**config.mk**
```make
export PLATFORM = sky130hd
export DESIGN_NAME = logic_issue_unit
export DESIGN_NICKNAME = d
export VERILOG_FILES = /design/src/rtl/logic_pkg.sv /design/src/rtl/logic_issue_unit_word.sv /design/src/rtl/logic_issue_unit.sv
export SDC_FILE = /design/constraint.sdc
export NUM_CORES = 1
export LEC_CHECK = 0
export BUFFER_PORTS_ARGS = -buffer_cell sky130_fd_sc_hd__buf_4
export CAP_MARGIN = 20
export CORE_ASPECT_RATIO = 1.5
export CORE_MARGIN = 2
export CORE_UTILIZATION = 40
export CTS_BUF_LIST = sky130_fd_sc_hd__clkbuf_2
export DETAILED_ROUTE_END_ITERATION = 8
export SLEW_MARGIN = 20
export SYNTH_ARGS = -nofsm -noshare
export SYNTH_HDL_FRONTEND = slang
export SYNTH_HIERARCHICAL = 1
export SYNTH_SLANG_ARGS = --single-unit
```
**constraint.sdc**
```tcl
create_clock -name clk -period 4.35 [get_ports clk]
set_input_delay 1.0875 -clock clk [delete_from_list [all_inputs] [get_ports clk]]
set_output_delay 1.0875 -clock clk [all_outputs]
set_load 0.01 [all_outputs]
```
**src/rtl/logic_pkg.sv**
```systemverilog
// ---------------------------------------------------------------------------
// logic_pkg
// Shared definitions for the bitwise logic datapath.
//  - logic_op_e : 3-bit logic opcode as presented by the decoder
//  - SEL_*      : 4-bit minterm select codes. Bit index is {op2_bit, op1_bit}.
//  - op_to_sel  : opcode -> {logic_sel[3:0], illegal}
// ---------------------------------------------------------------------------
package logic_pkg;

    typedef enum logic [2:0] {
        LOP_AND  = 3'b000,
        LOP_OR   = 3'b001,
        LOP_XOR  = 3'b010,
        LOP_ANDN = 3'b011,
        LOP_ORN  = 3'b100,
        LOP_XNOR = 3'b101,
        LOP_PASS = 3'b110,
        LOP_RSVD = 3'b111
    } logic_op_e;

    localparam int TAG_W = 5;

    localparam logic [3:0] SEL_AND  = 4'b1000;
    localparam logic [3:0] SEL_OR   = 4'b1110;
    localparam logic [3:0] SEL_XOR  = 4'b0110;
    localparam logic [3:0] SEL_ANDN = 4'b0010;
    localparam logic [3:0] SEL_ORN  = 4'b1011;
    localparam logic [3:0] SEL_XNOR = 4'b1001;
    localparam logic [3:0] SEL_PASS = 4'b1100;
    // All-zero select forces every result bit to 0 for reserved opcodes.
    localparam logic [3:0] SEL_NONE = 4'b0000;

    function automatic logic [4:0] op_to_sel(input logic [2:0] op);
        logic [4:0] r;
        case (op)
            LOP_AND:  r = {SEL_AND,  1'b0};
            LOP_OR:   r = {SEL_OR,   1'b0};
            LOP_XOR:  r = {SEL_XOR,  1'b0};
            LOP_ANDN: r = {SEL_ANDN, 1'b0};
            LOP_ORN:  r = {SEL_ORN,  1'b0};
            LOP_XNOR: r = {SEL_XNOR, 1'b0};
            LOP_PASS: r = {SEL_PASS, 1'b0};
            default:  r = {SEL_NONE, 1'b1};
        endcase
        return r;
    endfunction

endpackage

```
**src/rtl/logic_issue_unit_word.sv**
```systemverilog
// ---------------------------------------------------------------------------
// logic_bit / logic_word
// Purely combinational minterm logic array.
//  logic_bit  : a, b (1-bit operands), sel[3:0] -> y = sel[{b,a}]
//  logic_word : op1, op2 (XLEN), logic_sel[3:0] shared by all slices
//               -> result (XLEN)
// ---------------------------------------------------------------------------
module logic_bit (
    input  logic       a,
    input  logic       b,
    input  logic [3:0] sel,
    output logic       y
);
    assign y = sel[{b, a}];
endmodule

module logic_word #(
    parameter int XLEN = 32
) (
    input  logic [XLEN-1:0] op1,
    input  logic [XLEN-1:0] op2,
    input  logic [3:0]      logic_sel,
    output logic [XLEN-1:0] result
);
    for (genvar i = 0; i < XLEN; i++) begin : g_slice
        logic_bit u_bit (
            .a   (op1[i]),
            .b   (op2[i]),
            .sel (logic_sel),
            .y   (result[i])
        );
    end
endmodule

```
**src/rtl/logic_issue_unit.sv**
```systemverilog
// ---------------------------------------------------------------------------
// logic_issue_unit
// Two-stage issue/execute pipe for RV32 bitwise logic operations.
// Stage 1 decodes the opcode to a minterm select and captures operands;
// stage 2 evaluates the logic array and holds the result for the consumer.
// Ports:
//  clk, rst_n                 clock, async active-low reset
//  in_valid/in_ready          request handshake
//  in_op, in_op1, in_op2      opcode and operands
//  in_tag                     destination tag, passed through
//  flush                      drop everything in flight (and this cycle's input)
//  out_valid/out_ready        result handshake
//  out_result, out_tag        result and its tag
//  out_illegal                reserved opcode seen; out_result is 0
// ---------------------------------------------------------------------------
module logic_issue_unit
    import logic_pkg::*;
#(
    parameter int XLEN = 32
) (
    input  logic             clk,
    input  logic             rst_n,
    input  logic             in_valid,
    output logic             in_ready,
    input  logic [2:0]       in_op,
    input  logic [XLEN-1:0]  in_op1,
    input  logic [XLEN-1:0]  in_op2,
    input  logic [TAG_W-1:0] in_tag,
    input  logic             flush,
    output logic             out_valid,
    input  logic             out_ready,
    output logic [XLEN-1:0]  out_result,
    output logic [TAG_W-1:0] out_tag,
    output logic             out_illegal
);

    logic             vld_p1;
    logic             vld_p2;
    logic             adv_p2;
    logic             accept;

    logic [3:0]       dec_sel;
    logic             dec_ill;

    logic [XLEN-1:0]  op1_p1;
    logic [XLEN-1:0]  op2_p1;
    logic [3:0]       sel_p1;
    logic             ill_p1;
    logic [TAG_W-1:0] tag_p1;

    logic [XLEN-1:0]  word_res;

    logic [XLEN-1:0]  res_p2;
    logic             ill_p2;
    logic [TAG_W-1:0] tag_p2;

    assign {dec_sel, dec_ill} = op_to_sel(in_op);

    // Output register frees up when empty or being consumed; stage 1 may
    // refill in the same cycle it hands off, so a full pipe streams.
    assign adv_p2   = !vld_p2 || out_ready;
    assign in_ready = !vld_p1 || adv_p2;
    assign accept   = in_valid && in_ready && !flush;

    // Control: only the valid bits are reset.
    always_ff @(posedge clk or negedge rst_n) begin
        if (!rst_n) begin
            vld_p1 <= 1'b0;
            vld_p2 <= 1'b0;
        end else if (flush) begin
            vld_p1 <= 1'b0;
            vld_p2 <= 1'b0;
        end else begin
            if (in_ready) begin
                vld_p1 <= in_valid;
            end
            if (adv_p2) begin
                vld_p2 <= vld_p1;
            end
        end
    end

    // ---- stage 1: decode / operand capture ----
    always_ff @(posedge clk) begin
        if (accept) begin
            op1_p1 <= in_op1;
            op2_p1 <= in_op2;
            sel_p1 <= dec_sel;
            ill_p1 <= dec_ill;
            tag_p1 <= in_tag;
        end
    end

    logic_word #(.XLEN(XLEN)) u_word (
        .op1       (op1_p1),
        .op2       (op2_p1),
        .logic_sel (sel_p1),
        .result    (word_res)
    );

    // ---- stage 2: execute / output register ----
    always_ff @(posedge clk) begin
        if (adv_p2 && vld_p1) begin
            res_p2 <= word_res;
            ill_p2 <= ill_p1;
            tag_p2 <= tag_p1;
        end
    end

    // Data registers are unreset, so outputs are masked to 0 when idle.
    assign out_valid   = vld_p2;
    assign out_result  = vld_p2 ? res_p2 : '0;
    assign out_tag     = vld_p2 ? tag_p2 : '0;
    assign out_illegal = vld_p2 && ill_p2;

endmodule

```
==> results of run 1 <==
## final cells by class
class | instances | area (um^2) | area share
clock inverter | 13 | 142.6 | 0.02448
tap | 147 | 183.9 | 0.03157
multi-input combinational | 83 | 1069 | 0.1834
clock buffer | 19 | 95.09 | 0.01632
antenna | 1 | 2.502 | 0.0004295
timing repair buffer | 119 | 908.4 | 0.1559
sequential | 114 | 3415 | 0.5860
inverter | 3 | 11.26 | 0.001933
## worst paths after layout
kind	endpoint	start	cells past startpoint
worst max-delay path	out_result[14]	out_valid	2
worst max register to register	op1_p1[6]	out_valid	3
worst min register to register	tag_p2[1]	tag_p1[1]	0
max in group asynchronous	out_valid	rst_n	1
min in group clk	tag_p2[1]	tag_p1[1]	0
worst min-delay path	out_valid	rst_n	1
## stage by stage
step,total power [mW],instances,worst slack (ns),hold slack [ns]
floorplan,1.401,204,0.7646,0.4003
global placement,1.498,464,1.692,0.4019
detailed placement,1.504,464,1.666,0.4084
CTS,2.198,496,1.322,0.1314
global route,2.260,499,1.252,0.1276
finish,2.167,499,1.478,0.2275
## state kept, by name, indices dropped and copies added (netlist names)
register	flops
ill_p2	1
tag_p2	5
ill_p1	1
tag_p1	5
res_p2	32
out_valid	1
op1_p1	32
op2_p1	32
vld_p1	1
sel_p1	4
## metal layers
| metal | vias to the layer above | wire [um] | track usage |
|---|---|---|---|
| li1 | 1106 | - | - |
| met1 | 1215 | 3170 | 0.1675 |
| met2 | 76 | 5030 | 0.2666 |
| met3 | 11 | 399 | 0.04888 |
| met4 | 0 | 159 | 0.06923 |
| met5 | - | 0 | 0 |
## Yosys cell counts
master,count
sky130_fd_sc_hd__a21oi_1,1
sky130_fd_sc_hd__o21ai_0,1
sky130_fd_sc_hd__and2_1,39
sky130_fd_sc_hd__nand3b_4,1
sky130_fd_sc_hd__nor2_1,2
sky130_fd_sc_hd__mux2i_1,1
sky130_fd_sc_hd__nor3b_2,1
sky130_fd_sc_hd__xnor2_1,1
sky130_fd_sc_hd__buf_6,1
sky130_fd_sc_hd__inv_1,3
sky130_fd_sc_hd__edfxtp_1,112
sky130_fd_sc_hd__clkbuf_2,3
sky130_fd_sc_hd__nand2b_1,2
sky130_fd_sc_hd__dfrtp_1,2
sky130_fd_sc_hd__and3_1,1
sky130_fd_sc_hd__mux4_2,32
sky130_fd_sc_hd__a21oi_2,1
## cells by family (layout without fill, tap and decap cells)
group,after synthesis,count (layout)
AOI/OAI and AO/OA,3,3
xor gates and xnor gates,1,1
buffers and inverters,7,154
DFF,114,114
muxes,33,33
other,0,1
and+or+nand+nor,46,46
## power by group through the flow
stage                     clock network, mW  registers, mW  logic [mW]
after detailed placement                  0           1.34       0.169
after CTS                             0.718           1.31       0.169
after global placement                    0           1.33       0.165
final                                 0.689           1.30       0.174
after floorplan                           0           1.32      0.0838
after global routing                  0.761           1.31       0.187
==> summary by stage, run 1 <==
CTS
The clock root buffer master is sky130_fd_sc_hd__clkbuf_2. The clock tree from TritonCTS is yes. The number of buffers between clock root and the deepest sink is 2. Once the clock tree was built, the setup fixing pass inserted 0 buffers. The depth of the CTS H-tree is 4.

The post-CTS resize count is 0. For the worst-skew pair, the clock arrives at the later sink with an insertion delay of 0.60 ns. The total number of clock tree sinks is 114. In this run, post-CTS hold repair placed 0 buffers.

Buffers inserted during clock tree synthesis total 17. After clock tree synthesis, the clock-pin slew on the worst setup and hold paths is 0.16 ns.

Route
The count of nets left with antenna violations once routing finished came out at 0. The aggregate routed wire length is 8759 um. The via total after detailed routing is between 2000 and 2500. After detailed routing, the number of remaining DRC violations is 0. The average wire per cell in the routed design is roughly 18 um. The first routing iteration left 113 violations. The length of the first detailed-routing pass in iterations is 4. In the routed layout, each cell is associated on average with a via count of 4.826.

Cells and area
The library cells used most frequently in the layout, excluding fill and tap cells, are sky130_fd_sc_hd__buf_4 (117), sky130_fd_sc_hd__edfxtp_1 (112), sky130_fd_sc_hd__and2_1 (38), sky130_fd_sc_hd__mux4_2 (32), sky130_fd_sc_hd__clkbuf_2 (19). The core utilization of the finished layout is 0.5299. The summed area of non-filler cells in the final layout is 5827 um^2. The most common cell after layout, fill and taps aside is sky130_fd_sc_hd__buf_4. The share of cells above drive strength 1 is 0.5299. The net count of the finished layout is 415. After filler insertion, the fill cell instance count of the layout stands at 925. The growth of design area from synthesis to finish is 29.15%.

Power and ir drop
Of the total power, the share spent switching nets is 0.2180. In this run the power density over the cells is 371.8 nW/um^2. The share of total power in combinational logic is 0.080. Of the total power, the clock network draws 0.318. For this design the total switching power over the nets is 0.4722 mW. IR analysis of the VDD net gives a maximum drop of 0.1750 mV. The leakage component of the power is 2.207 nW. The internal power of the cells totals 1.694 mW. The relative contribution of sequential cells to total power is 0.602.

Setup path
In this design, the stage delay of the slowest critical-path cell is between 0.7 and 0.8 ns. Counting both buffers and inverters, the worst setup path holds a total of 1. Of all nets on the critical path, the largest fanout is 41. The critical path goes through and2_1 > buf_4. At the worst endpoint, the required time is 3.26 ns.

The arrival time of the worst setup path is 1.78 ns. The kind of start point of the critical path is a flip-flop. The worst-path cell with the longest stage delay is sky130_fd_sc_hd__dfrtp_2. The path type of the worst setup path is reg2out. The worst-case register-to-register setup slack is 2.11 ns. The category of the worst setup path capture point is an output pin. The kind of cell with the highest combined delay along the critical path is flip-flops.

Yosys
After synthesis the cells add up to 4512 um^2. Of the total synthesized cell area, the portion taken by XOR and XNOR cells is 0.001941. The flop and latch count out of synthesis is approximately 110. The largest family of logic cells by synthesized area is multiplexers.

The post-synth net total is 281. The portion of netlist area occupied by mux cells is 0.1620. The number of standard cells after synthesis is between 200 and 250. Of the total synthesized cell area, the portion taken by full adders, half adders and majority gates is 0. Of the total synthesized cell area, the portion taken by AND, OR, NAND and NOR gates is 0.06711. By area the synthesized netlist is led by sky130_fd_sc_hd__edfxtp_1 (75%), sky130_fd_sc_hd__mux4_2 (16%), sky130_fd_sc_hd__and2_1 (5.4%).

The mean cell area of the mapped netlist is around 22 um^2. The post-synthesis sequential area ratio is 0.7565. The number of warnings issued by yosys is 6.

The fraction of synthesized cell area taken by the top area cell type is 0.7454. The cell taking the most area after synthesis is sky130_fd_sc_hd__edfxtp_1. The complex-gate fraction of the synthesized area is 0.004160. In this run, distinct cell masters in the synthesized netlist total 17.

Job
The max-capacitance violation count is 0.

Floorplanning
The number of primary I/O pins is 117. The die covers 12160 um^2. The region available for standard cell placement spans 11000 um^2. The floorplan has 47 rows. The die is 134.1 um tall. The starting density of the core is 0.4103. The die width is 90.72 um.

Placed design
During placement, the flow inserted port buffers numbering 116. At the end of routability-driven placement, the weighted congestion stood at 0.7253. Summed over all nets, the half-perimeter wirelength after detailed placement is roughly 5300 um.

The placed cell area is 5557 um^2.

Global routing
The number of global-route vias before repair is roughly 2500. The initial antenna violation count was 1. Entering global routing, the biggest net connects 75 pins. The total track usage is 0.1519. The remaining global-route overflow is 0. The global-route wire length before repair is between 10000 and 15000 um.

STA
For the finished layout, the period the worst path requires is ~2.9 ns. The count of final setup violators is 0. Setup repair after global routing left no endpoint under its margin. The final period utilization is 0.6602. The total count of max-transition violations in the final report is 0. The largest clock skew in the final design is roughly 0.022 ns.

For the pin with the worst max-slew slack, the measured transition is 1.132 ns. The total negative slack is 0 ns. The tightest slew margin relative to the limit is 0.2454.

Timing would allow up to 348.2 MHz. The number of hold violations in the final report is 0.

Status
The flow ran to the end, and the final reports show no timing, DRC or antenna violations.

Min path
The class of the most critical hold timing path is in2async.
(Power assumes the default switching activity.)
==> inputs of run 2 (changes only) <==
==> constraint.sdc (replaced) <==
create_clock -name clk -period 2.97 [get_ports clk]
set_input_delay 0.7425 -clock clk [delete_from_list [all_inputs] [get_ports clk]]
set_output_delay 0.7425 -clock clk [all_outputs]
set_load 0.01 [all_outputs]
==> run 2 against run 1 <==
Clock power is 48% higher. Power increased by 47%. First-iteration DRC count down 2.7%. Non-clock buffer count grew 1. Utilization up 0.20 points. Register-to-register slack lost 1.0 ns. Clock-buffer cell count grew 1. Wire length fell by 2.2%. Critical path depth unchanged. Cell area increased by 0.39%. Highest routed layer unchanged.
==> summary by stage, run 2 (synthesis results as in run 1) <==
Route
The average wire per cell in the routed design is 17.14 um (was 17.55 um). The number of nets with antenna violations after routing is 0 (unchanged). The sum of routed wire segments on met1 is 3157 um (was 3170 um). The highest metal layer with signal wires is met4 (unchanged). The via total after detailed routing is 2398 (was 2408). The wire length on met2 is 4809 um (was 5030 um). The via count normalized by instance count came to 4.796 (was 4.826). The iteration-0 DRC count of the detailed router was 110 (was 113). The detailed-route DRC error count is 0 (unchanged). The aggregate routed wire length is 8569 um (was 8759 um). The length of the first detailed-routing pass in iterations is 4 (unchanged). The detailed route wirelength on metal3 is 433 um (was 399 um).

Setup path
The largest driver fanout on the critical path is 41 (unchanged). The critical register-to-register path endpoint is op1_p1[7] (was op1_p1[6]). The startpoint of the worst-slack reg-to-reg timing path is out_valid (unchanged). The worst reg2reg path depth was 3 (unchanged). The kind of start point of the critical path is a flip-flop (unchanged). The category of the worst setup path capture point is an output pin (unchanged). The worst-case register-to-register setup slack came to 1.09 ns (was 2.11 ns).

The required time of the critical path is 2.23 ns (was 3.26 ns). The path type of the worst setup path is reg2out (unchanged). The arrival time of the worst setup path is 1.83 ns (was 1.78 ns).

Min path
For hold timing, the worst endpoint is vld_p1. The class of the most critical hold timing path is in2reg (was in2async). The number of stages on the worst hold path is 2. The hold path startpoint is flush.

CTS
The depth of the CTS H-tree was 4 (unchanged). The post-CTS clock slew at the launch and capture registers of the worst setup and hold paths is 0.17 ns (was 0.16 ns). The total CTS buffers came to 17 (unchanged). The clock tree from TritonCTS is yes (unchanged). The total number of clock tree sinks is 114 (unchanged).

The clock latency at the later pin of the worst-skew pair is 0.65 ns (was 0.60 ns). The number of buffers between clock root and the deepest sink was 2 (unchanged). The clock root buffer master is sky130_fd_sc_hd__clkbuf_2 (unchanged).

Floorplanning
The number of primary I/O pins is 117 (unchanged). The area of the die was 12160 um^2 (unchanged). The die width came to 90.72 um (unchanged). The die boundary height is 134.1 um (unchanged).

The starting density of the core came to 0.4103 (unchanged). The total number of placement rows came to 47 (unchanged). The core footprint is 11000 um^2 (unchanged).

Global routing
The number of global-route vias before repair is 2533 (unchanged). The global-route wire length before repair is 13250 um (was 13440 um). The largest net degree at the start of global routing came to 42 (was 75).

The total track usage is 0.1523 (was 0.1519). The remaining global-route overflow was 0 (unchanged). The initial antenna violation count is 1 (unchanged).

Power and ir drop
The net load switching power is 0.6985 mW (was 0.4722 mW). The leakage component of the power is 2.210 nW (was 2.207 nW). The net switching share of the total power came to 0.2191 (was 0.2180).

The maximum VDD drop is 0.3188 mV (was 0.1750 mV). The internal portion of total power was 2.490 mW (was 1.694 mW). The power per standard cell area came to 545.1 nW/um^2 (was 371.8 nW/um^2).

The share of total power in combinational logic is 0.079 (was 0.080). The share of total power in the clock network is 0.321 (was 0.318). The relative contribution of sequential cells to total power is 0.600 (was 0.602).

Status
Status: finished clean (unchanged).

Cells and area
The core utilization of the finished layout came to 0.5319 (was 0.5299). The summed area of non-filler cells in the final layout is 5849 um^2 (was 5827 um^2). The most common cell after layout, fill and taps aside is sky130_fd_sc_hd__buf_4 (unchanged). Biggest registers after layout: op1_p1 x32, op2_p1 x32, res_p2 x32 (unchanged).

Commonest cells after routing, fill and taps aside: sky130_fd_sc_hd__buf_4 (117), sky130_fd_sc_hd__edfxtp_1 (112), sky130_fd_sc_hd__and2_1 (38), sky130_fd_sc_hd__mux4_2 (32), sky130_fd_sc_hd__clkbuf_2 (20) (was sky130_fd_sc_hd__buf_4 (117), sky130_fd_sc_hd__edfxtp_1 (112), sky130_fd_sc_hd__and2_1 (38), sky130_fd_sc_hd__mux4_2 (32), sky130_fd_sc_hd__clkbuf_2 (19)). The share of cells above drive strength 1 came to 0.5284 (was 0.5299). The growth of design area from synthesis to finish came to 29.65% (was 29.15%).

The final-stage net count is 416 (was 415). The final cell count without fillers is 500 (was 499). The number of inserted filler cells in the final layout is 919 (was 925).

STA
The largest clock skew in the final design is 0.02468 ns (was 0.02222 ns). The number of hold violations in the final report is 0 (unchanged). The highest achievable clock rate is 389.2 MHz. The total count of max-transition violations in the final report is 0 (unchanged). The final period utilization is 0.8652. Unrepaired setup endpoints after global routing: no (unchanged). The tightest slew margin relative to the limit was 0.2986 (was 0.2454). The worst path in the final design needs a cycle of 2.570 ns, including I/O delays and setup. The transition at the pin with the smallest max-transition slack is 1.052 ns (was 1.132 ns). The count of final setup violators is 0 (unchanged).

Placed design
The final weighted congestion in routability-driven placement is 0.7054 (was 0.7253). The total of buffers placed on input and output ports was 116 (unchanged). The placed cell area is 5595 um^2 (was 5557 um^2). The sum of net half-perimeters after detailed placement is 5379 um (was 5323 um). The number of cells after detailed placement is 466 (was 464).

Job
The max-capacitance violation count is 0 (unchanged).
==> run 2: what timing repair did <==
action / 4_1_cts / 5_1_grt
setup buffers: 0 / 0
hold endpoints to repair: 2 / 0
gates resized for setup: 1 / 0
setup endpoints to repair: 39 / 0
hold buffers: 1 / 0
==> run 2: critical path, cell delays in order, from the launching register on <==
cell and delay, ns:
sky130_fd_sc_hd__dfrtp_2 0.78, sky130_fd_sc_hd__and2_1 0.25, sky130_fd_sc_hd__buf_4 0.13
==> run 2: worst max path at each step <==
stage | startpoint | to | slack [ns] | depth (start not counted)
final | out_valid | out_result[1] | 0.40 | 2
after detailed placement | out_valid | out_result[1] | 0.68 | 2
after CTS | out_valid | out_result[1] | 0.23 | 2
after global routing | out_valid | out_result[1] | 0.15 | 2
after floorplan | out_ready | ill_p1 | -0.27 | 2
after global placement | out_valid | out_result[1] | 0.73 | 2
==> run 2: metrics by stage <==
step | total power [mW] | hold WS [ns] | setup WS (ns) | TNS (ns)
global placement | 2.203 | 0.4019 | 0.7258 | 0
floorplan | 2.051 | 0.4003 | -0.2704 | -20.01
detailed placement | 2.209 | 0.4109 | 0.6840 | 0
CTS | 3.243 | 0.1316 | 0.2290 | 0
global route | 3.335 | 0.1268 | 0.1497 | 0
finish | 3.189 | 0.2424 | 0.4004 | 0
==> run 2: area by class of cell <==
| cell class | instances | area [um^2] | area share |
|---|---|---|---|
| multi-input cells | 83 | 1069 | 0.1827 |
| inverters | 3 | 11.26 | 0.001925 |
| well taps | 147 | 183.9 | 0.03144 |
| repair buffers | 120 | 928.4 | 0.1587 |
| diodes | 1 | 2.502 | 0.0004278 |
| clock buffers | 20 | 100.1 | 0.01711 |
| flip-flops and latches | 114 | 3415 | 0.5837 |
| clock inverters | 12 | 140.1 | 0.02396 |
==> run 2: per-layer routing <==
layer / GRT usage / up-vias
li1: - / 1111
met2: 0.2658 / 80
met4: 0.07949 / 0
met5: 0 / -
met1: 0.1612 / 1193
met3: 0.05393 / 14
==> run 2: power by group through the flow <==
stage,combinational [mW],sequential (mW),clock (mW)
floorplan,0.123,1.93,0
finish,0.253,1.91,1.02
global placement,0.253,1.95,0
detailed placement,0.256,1.95,0
CTS,0.258,1.92,1.07
global route,0.271,1.93,1.14
